### src/rtl/mod_settings_loader.sv
// mod_settings_loader
// Polls the control flag word (address 0x00) of the controller BRAM every
// cycle while idle. A rising edge on flag bit 0 starts a burst read of the
// eleven settings words (0x21..0x2B) into shadow registers. When the last
// word returns, all settings are committed to the outputs together and
// UPDATE pulses for one cycle.
//
// Optional build macro MOD_SETTINGS_VALIDATE_EN: a commit whose requested
// segment has a zero frequency divider is rejected. The outputs are kept,
// UPDATE stays low and ERR pulses for one cycle. Without the macro every load
// commits and ERR is tied low.
//
// Ports
//   CLK, RST_N         clock, synchronous active-low reset
//   BRAM_EN, BRAM_ADDR read request to the controller BRAM (registered)
//   BRAM_DOUT          read data, RD_LATENCY cycles after the request cycle
//   REQ_RD_SEGMENT, CYCLE_0/1, FREQ_DIV_0/1, REP_0/1   committed settings
//   UPDATE             one-cycle commit strobe
//   BUSY               high whenever not idle
//   ERR                one-cycle reject strobe
//
// state  | meaning
// IDLE   | poll flag word every cycle, look for 0->1 on bit 0
// LOAD   | issue reads 0x21..0x2B, one per cycle
// DRAIN  | no reads, wait for word 0x2B to return
// COMMIT | UPDATE (or ERR) visible for this cycle, then back to IDLE

module mod_settings_loader #(
    parameter int RD_LATENCY = 2
) (
    input  logic        CLK,
    input  logic        RST_N,
    output logic        BRAM_EN,
    output logic [7:0]  BRAM_ADDR,
    input  logic [15:0] BRAM_DOUT,
    output logic        REQ_RD_SEGMENT,
    output logic [15:0] CYCLE_0,
    output logic [15:0] CYCLE_1,
    output logic [31:0] FREQ_DIV_0,
    output logic [31:0] FREQ_DIV_1,
    output logic [31:0] REP_0,
    output logic [31:0] REP_1,
    output logic        UPDATE,
    output logic        BUSY,
    output logic        ERR
);

    typedef enum logic [1:0] {IDLE, LOAD, DRAIN, COMMIT} state_t;

    state_t      state_q, state_d;
    logic        en_q, en_d;
    logic [7:0]  addr_q, addr_d;
    logic        prev_q, prev_d;

    // Each request carries its address through the latency pipeline, so a
    // returning word is identified by its tag rather than by FSM timing.
    logic        vld_q [RD_LATENCY];
    logic [7:0]  tag_q [RD_LATENCY];
    logic        ret_vld;
    logic [7:0]  ret_tag;
    logic        poll_ret;
    logic        last_ret;
    logic        commit_go;
    logic        commit_ok;

    logic        sh_seg_q;
    logic [15:0] sh_cyc0_q, sh_cyc1_q;
    logic [31:0] sh_fd0_q, sh_fd1_q, sh_rep0_q;
    logic [15:0] sh_rep1_lo_q;

    logic        seg_q;
    logic [15:0] cyc0_q, cyc1_q;
    logic [31:0] fd0_q, fd1_q, rep0_q, rep1_q;
    logic        update_q;

    assign ret_vld   = vld_q[RD_LATENCY-1];
    assign ret_tag   = tag_q[RD_LATENCY-1];
    // Polls still in flight when IDLE is left are dropped here.
    assign poll_ret  = ret_vld && (ret_tag == 8'h00) && (state_q == IDLE);
    assign last_ret  = ret_vld && (ret_tag == 8'h2B);
    assign commit_go = (state_q == DRAIN) && last_ret;

`ifdef MOD_SETTINGS_VALIDATE_EN
    // All freq_div words arrive before 0x2B, so the shadows are final here.
    assign commit_ok = sh_seg_q ? (sh_fd1_q != 32'd0) : (sh_fd0_q != 32'd0);
`else
    assign commit_ok = 1'b1;
`endif

    always_comb begin
        state_d = state_q;
        en_d    = 1'b0;
        addr_d  = 8'h00;
        prev_d  = prev_q;
        case (state_q)
            IDLE: begin
                en_d = 1'b1;
                if (poll_ret) begin
                    prev_d = BRAM_DOUT[0];
                    if (BRAM_DOUT[0] && !prev_q) begin
                        state_d = LOAD;
                        addr_d  = 8'h21;
                    end
                end
            end
            LOAD: begin
                if (addr_q == 8'h2B) begin
                    state_d = DRAIN;
                end else begin
                    en_d   = 1'b1;
                    addr_d = addr_q + 8'd1;
                end
            end
            DRAIN: begin
                if (last_ret) state_d = COMMIT;
            end
            COMMIT: begin
                state_d = IDLE;
                en_d    = 1'b1;
            end
            default: state_d = IDLE;
        endcase
    end

    always_ff @(posedge CLK) begin
        if (!RST_N) begin
            state_q <= IDLE;
            en_q    <= 1'b0;
            addr_q  <= 8'h00;
            prev_q  <= 1'b0;
        end else begin
            state_q <= state_d;
            en_q    <= en_d;
            addr_q  <= addr_d;
            prev_q  <= prev_d;
        end
    end

    always_ff @(posedge CLK) begin
        if (!RST_N) begin
            for (int i = 0; i < RD_LATENCY; i++) begin
                vld_q[i] <= 1'b0;
                tag_q[i] <= 8'h00;
            end
        end else begin
            vld_q[0] <= en_q;
            tag_q[0] <= addr_q;
            for (int i = 1; i < RD_LATENCY; i++) begin
                vld_q[i] <= vld_q[i-1];
                tag_q[i] <= tag_q[i-1];
            end
        end
    end

    always_ff @(posedge CLK) begin
        if (!RST_N) begin
            sh_seg_q     <= 1'b0;
            sh_cyc0_q    <= 16'h0;
            sh_cyc1_q    <= 16'h0;
            sh_fd0_q     <= 32'h0;
            sh_fd1_q     <= 32'h0;
            sh_rep0_q    <= 32'h0;
            sh_rep1_lo_q <= 16'h0;
        end else if (ret_vld) begin
            case (ret_tag)
                8'h21: sh_seg_q             <= BRAM_DOUT[0];
                8'h22: sh_cyc0_q            <= BRAM_DOUT;
                8'h23: sh_fd0_q[15:0]       <= BRAM_DOUT;
                8'h24: sh_fd0_q[31:16]      <= BRAM_DOUT;
                8'h25: sh_cyc1_q            <= BRAM_DOUT;
                8'h26: sh_fd1_q[15:0]       <= BRAM_DOUT;
                8'h27: sh_fd1_q[31:16]      <= BRAM_DOUT;
                8'h28: sh_rep0_q[15:0]      <= BRAM_DOUT;
                8'h29: sh_rep0_q[31:16]     <= BRAM_DOUT;
                8'h2A: sh_rep1_lo_q         <= BRAM_DOUT;
                default: ;
            endcase
        end
    end

    // Outputs load on the edge that enters COMMIT so they are valid in the
    // same cycle as UPDATE; the final word (rep1 high) bypasses its shadow.
    always_ff @(posedge CLK) begin
        if (!RST_N) begin
            seg_q    <= 1'b0;
            cyc0_q   <= 16'h0;
            cyc1_q   <= 16'h0;
            fd0_q    <= 32'h0;
            fd1_q    <= 32'h0;
            rep0_q   <= 32'h0;
            rep1_q   <= 32'h0;
            update_q <= 1'b0;
        end else begin
            update_q <= 1'b0;
            if (commit_go && commit_ok) begin
                seg_q    <= sh_seg_q;
                cyc0_q   <= sh_cyc0_q;
                cyc1_q   <= sh_cyc1_q;
                fd0_q    <= sh_fd0_q;
                fd1_q    <= sh_fd1_q;
                rep0_q   <= sh_rep0_q;
                rep1_q   <= {BRAM_DOUT, sh_rep1_lo_q};
                update_q <= 1'b1;
            end
        end
    end

`ifdef MOD_SETTINGS_VALIDATE_EN
    logic err_q;
    always_ff @(posedge CLK) begin
        if (!RST_N) err_q <= 1'b0;
        else        err_q <= commit_go && !commit_ok;
    end
    assign ERR = err_q;
`else
    assign ERR = 1'b0;
`endif

    assign BRAM_EN        = en_q;
    assign BRAM_ADDR      = addr_q;
    assign REQ_RD_SEGMENT = seg_q;
    assign CYCLE_0        = cyc0_q;
    assign CYCLE_1        = cyc1_q;
    assign FREQ_DIV_0     = fd0_q;
    assign FREQ_DIV_1     = fd1_q;
    assign REP_0          = rep0_q;
    assign REP_1          = rep1_q;
    assign UPDATE         = update_q;
    assign BUSY           = (state_q != IDLE);

endmodule
### config.mk
export PLATFORM = sky130hd
export DESIGN_NAME = mod_settings_loader
export DESIGN_NICKNAME = d
export VERILOG_FILES = /design/src/rtl/mod_settings_loader.sv
export SDC_FILE = /design/constraint.sdc
export NUM_CORES = 1
export LEC_CHECK = 0
export ABC_AREA = 1
export CORE_UTILIZATION = 48
export CTS_CLUSTER_SIZE = 24
export DETAILED_ROUTE_END_ITERATION = 16
export GPL_ROUTABILITY_DRIVEN = 1
export PLACE_DENSITY = 0.76
export SLEW_MARGIN = 30
export SYNTH_ARGS = -nofsm -noshare
export SYNTH_HDL_FRONTEND = slang
export SYNTH_SLANG_ARGS = --single-unit
### constraint.sdc
create_clock -name CLK -period 1.25 [get_ports CLK]
set_input_delay 0.1875 -clock CLK [delete_from_list [all_inputs] [get_ports CLK]]
set_output_delay 0.1875 -clock CLK [all_outputs]
set_load 0.01 [all_outputs]
* Word-level counts from Yosys, hierarchy flattened
Memory sizes are Yosys's and may differ from the RTL's.
Index checks and enable logic that the tools add are counted.
** Word-level totals
- Bits in registers :: 319
- RAM bits :: 18
- Bits of input ports :: 18
- Output and inout bits :: 173
- Word-level logic and storage cells :: 88
- Memories :: 2
** Cells by class
- Add/sub/neg operators :: 1
- Eq/ne operators :: 19
- Multiplexer cells :: 18
- Bitwise gates (word level) :: 4
- Reductions and logical operators :: 22
** Memory list
- tag_q :: depth 2, bits a word 8, rd ports 2, clocked after memory_dff 0, wr ports 2, RTL line 58 : logic [7:0] tag_q [RD_LATENCY];
- vld_q :: depth 2, bits a word 1, rd ports 2, clocked after memory_dff 0, wr ports 2, RTL line 57 : logic vld_q [RD_LATENCY];
** Operator list (count)
- == test 8 x 6 -> 1 bit (second input constant) :: 12
- 2-to-1 mux 8 bit :: 3
- AND reduction 2 bit :: 11
- one-hot mux 8 bit (2 select lines) :: 1
- 2-to-1 mux 6 bit :: 2
- adder 8 x 1 -> 8 bit (second input constant) :: 1
- logical NOT 8 bit :: 1
- 2-to-1 mux 2 bit :: 4
- one-hot mux 2 bit (4 select lines) :: 1
- 2-to-1 mux 1 bit :: 6
- != test 2 bit (second input constant) :: 3
- logical AND 1 bit :: 5
- == test 2 bit (second input constant) :: 2
- OR 1 bit :: 4
- AND reduction 4 bit :: 1
- == test 2 x 1 -> 1 bit (second input constant) :: 1
- logical NOT 2 bit :: 1
- != test 2 x 1 -> 1 bit (second input constant) :: 1
- one-hot mux 1 bit (2 select lines) :: 1
- nonzero test 2 bit :: 1
- OR reduction 2 bit :: 1
- logical NOT 1 bit :: 1

* Depth between registers and ports, before layout
An unclocked memory read counts as a cell.
- Depth in word-level cells :: 6
- Mapped depth :: 10
- Depth with buffers taken out :: 10

* Worst setup path before layout
Ideal clock, no wire load.
- Kind :: flip-flop to flip-flop
- Start point :: register state_q[0]
- End point :: register cyc0_q[0] (netlist: CYCLE_0[0])
- Setup time :: 0.119 ns
- Arrival :: 1.248 ns
- Setup slack :: -0.117 ns
- Stages on the path, launching flop included :: 7
- Path through :: dfxtp_1 -> inv_1 -> ha_1 -> nand3_4 -> clkbuf_1 -> buf_2 -> a21oi_1
** Between the ends
- Longest elaborated chain between the ends :: 2
** Ends and longest elaborated chain
- from (decl) :: RTL line 50 : state_t state_q, state_d;
- from (signal assigned) :: RTL line 132 : state_q <= state_d;
- == test 2 bit :: RTL line 81 : assign commit_go = (state_q == DRAIN) && last_ret;
- logical AND 1 bit :: RTL line 81
- to (signal assigned) :: RTL line 197 : cyc0_q <= sh_cyc0_q;
- to (decl) :: RTL line 72 : logic [15:0] cyc0_q, cyc1_q;
Every way passes these cells.
A chain may end at the register's enable or synchronous reset.

==> results_dict.tcl <==
set metrics [dict create \
    outcome "complete, but fails checks" \
    violations "negative setup slack" \
    fin_crit_sh_pct 123 \
    worst-path-buf-inv 4 \
    tightest_slew_ns 0.562 \
    cap_violations 0 \
    htreeDepth 2 \
    ir_worst_vdd_mv 0.851 \
    setup_ws_ns -0.290 \
    min_path_type "in2reg" \
    drc 0 \
    yosysSeqAreaShare_pct 56.9 \
    vias 10600 \
    power_w 0.0232 \
    r2r_start "tag_q[0][15]" \
    cp_common_cell "buf_12" \
    setup.worst_path.start_class "flip-flop" \
    clock-sinks 337 \
    drtPass1Iterations 5 \
    hpwl_um 20800 \
    cpLargestDelayFamily "buffers and inverters" \
    viasPerCell 5.22 \
    syn_area_um2 11900 \
    ff_latch_area_um2 6860 \
    worstHoldStart "RST_N" \
    first_global_vias 9741 \
    dp_cells 1931 \
    min_to "REP_1[4]" \
    setup_viol 318 \
    worstPathRequired_ns 1.64 \
    rsz0062_at_grt "yes" \
    yosys-top-cells-area "dfxtp_1 (57%), a21oi_1 (13%), o21ai_0 (12%)" \
    grt-ovfl-total 0 \
    p_leak_nw 6.66 \
    io_buffers 189 \
    p_per_area_nw_per_um2 1420 \
    core_um2 24200 \
    nFillCells 1921 \
    fin_skew_ns 0.0145 \
    regToRegSetupSlack_ns -0.29 \
    antenna_found_initial 2 \
    nets 1697 \
    ys_types 30 \
    yosys.area.top_type "dfxtp_1" \
    slew_headroom_pct 62.5 \
    end_kind "flip-flop" \
    grt_usage_pct 25.4 \
    cts_hold_buf 0 \
    ios 191 \
    final_core_utilization_pct 67.2 \
    cts_made_buffers 35 \
    netlist.area_leader.share_pct 56.9 \
    initial_core_util_pct 48.9 \
    die_h_um 159 \
    fin_cells 2023 \
    drt_wl_total_um 34200 \
    rows 57 \
    hold_viol 0 \
    gp_congestion 0.828 \
    worstRegToRegCells 9 \
    cp_slowest_cell "dfxtp_2" \
    drive_above_1_share_pct 31.7 \
    yosys_register_bits 337 \
    cp.arrival_ns 1.93 \
    die-area_um2 25400 \
    crit_fanout 32 \
    final_cell_mix "a21oi_1 (298), dfxtp_1 (251), inv_1 (243), o21ai_1 (150), buf_2 (129)" \
    grt_pass1_wl_um 51300 \
    path_cells "inv_2, nand2_4, nor2_8, buf_4, nand3_4, buf_12, buf_12, o21ai_1, a21oi_1" \
    slowest_delay_ns 0.32 \
    clk_pin_slew_ns 0.06 \
    synth_warnings 0 \
    multiInputGateArea_um2 4120 \
    fin_crit_ns 1.54 \
    avgSynthCellArea_um2 8.33 \
    wl_per_cell_um 16.9 \
    final_common_cell "a21oi_1" \
    synth_fp_nets 1447 \
    netlist_instances 1425 \
    min_path_cells 4 \
    clk_path_buf_depth 3 \
    insertion_delay_ns 0.51 \
    clockRootBuffer "clkbuf_16" \
    detail-route-antenna-nets 0 \
    drtIter0Drc 909 \
    timing.fmax_ghz 0.649 \
    cts_tree "built" \
    grt_max_degree 88 \
    rr_endpoint "FREQ_DIV_1[8]" \
    critPathKind "reg2reg" \
    die_w_um 159 \
    maxSlewViolCount 0 \
    syn2layout_area_growth_pct 37.3 \
    crit_start "tag_q[0][15]" \
]
[metal layers]
layer	up-vias	global-route usage, %	part of all wire (%)
met5	-	0	0
met4	0	9.92	3.2
met3	75	4.27	6.5
met2	399	42.6	49
met1	4921	32.8	41
li1	5171	-	-
[how the worst max path moves through the flow]
stage,to,slack (ns),depth (start not counted)
after global placement,REP_0[30],-0.20,7
after floorplan,FREQ_DIV_0[5],-0.05,8
after CTS,sh_cyc0_q[10],-0.27,9
after detailed placement,sh_fd1_q[6],-0.29,8
final,FREQ_DIV_1[8],-0.29,9
after global routing,sh_fd1_q[16],-0.41,9
[tightest hold or removal path, stage by stage]
cell and delay [ns]:
buf_6 0.13, buf_12 0.17, o21ai_2 0.07, a21oi_1 0.04
[cells in the mapped netlist (all sizes together)]
master,n
a21boi,1
nand3,8
ha,4
xnor2,2
o311a,1
o21ai,307
inv,250
conb,1
nor3,2
xor2,1
nand4,3
a211oi,1
nand2,50
nand3b,2
dfxtp,337
clkbuf,56
buf,43
or2,1
a21oi,311
nor2,44
[area by class of cell]
cell class | instances | share of cell area (%)
diodes | 2 | 0.0307
clock buffers | 51 | 6.44
clock inverters | 8 | 0.883
inverters | 250 | 5.78
multi-input cells | 740 | 25.3
flip-flops and latches | 337 | 42.1
well taps | 324 | 2.49
repair buffers | 311 | 17.0
[power by group]
group,switching (W),leakage [nW],internal (W)
clock network,0.00412,0.587,0.00663
registers,0.0000453,2.76,0.0108
logic,0.000936,3.31,0.000661
total,0.00510,6.66,0.0181
[metrics by stage]
step	instance area, um^2	TNS [ns]	setup slack, ns	hold WS (ns)
CTS	15900	-51.33	-0.268	0.111
finish	16300	-63.77	-0.290	0.128
global route	16300	-92.32	-0.409	0.142
global placement	14700	-36.33	-0.196	0.397
floorplan	12000	-5.67	-0.0522	0.333
detailed placement	14700	-49.35	-0.293	0.396
[cells by family (layout without fill, tap and decap cells)]
| kind of cell | Yosys count | after routing | share of synthesized area (%) |
|---|---|---|---|
| adder cells (fa/ha/maj) | 4 | 4 | 0.422 |
| XOR/XNOR | 3 | 3 | 0.221 |
| AND/OR/NAND/NOR | 110 | 111 | 4.62 |
| other | 1 | 3 | 0.0316 |
| buffers and inverters | 349 | 620 | 11.6 |
| AO/OA/AOI/OAI | 621 | 621 | 26.3 |
| flip-flops | 337 | 337 | 56.9 |
[repair_timing]
item | in CTS | in global routing
gates cloned | 5 | 7
endpoints found under the setup margin | 489 | 360
pin swaps | 2 | 10
gates resized for setup | 841 | 95
endpoints found under the hold margin | 0 | 0
buffers inserted | 13 | 9
[registers in the layout (all words and copies together) (netlist names)]
| signal | count |
|---|---|
| REP_1 | 32 |
| BRAM_ADDR | 8 |
| CYCLE_0 | 16 |
| sh_rep0_q | 32 |
| BRAM_EN | 1 |
| tag_q | 16 |
| state_q | 2 |
| REQ_RD_SEGMENT | 1 |
| sh_fd1_q | 32 |
| CYCLE_1 | 16 |
| FREQ_DIV_1 | 32 |
| prev_q | 1 |
| sh_seg_q | 1 |
| sh_rep1_lo_q | 16 |
| UPDATE | 1 |
| sh_cyc0_q | 16 |
| FREQ_DIV_0 | 32 |
| vld_q | 2 |
| REP_0 | 32 |
| sh_cyc1_q | 16 |
| sh_fd0_q | 32 |
Note: power is estimated with default switching activity, not from simulation.
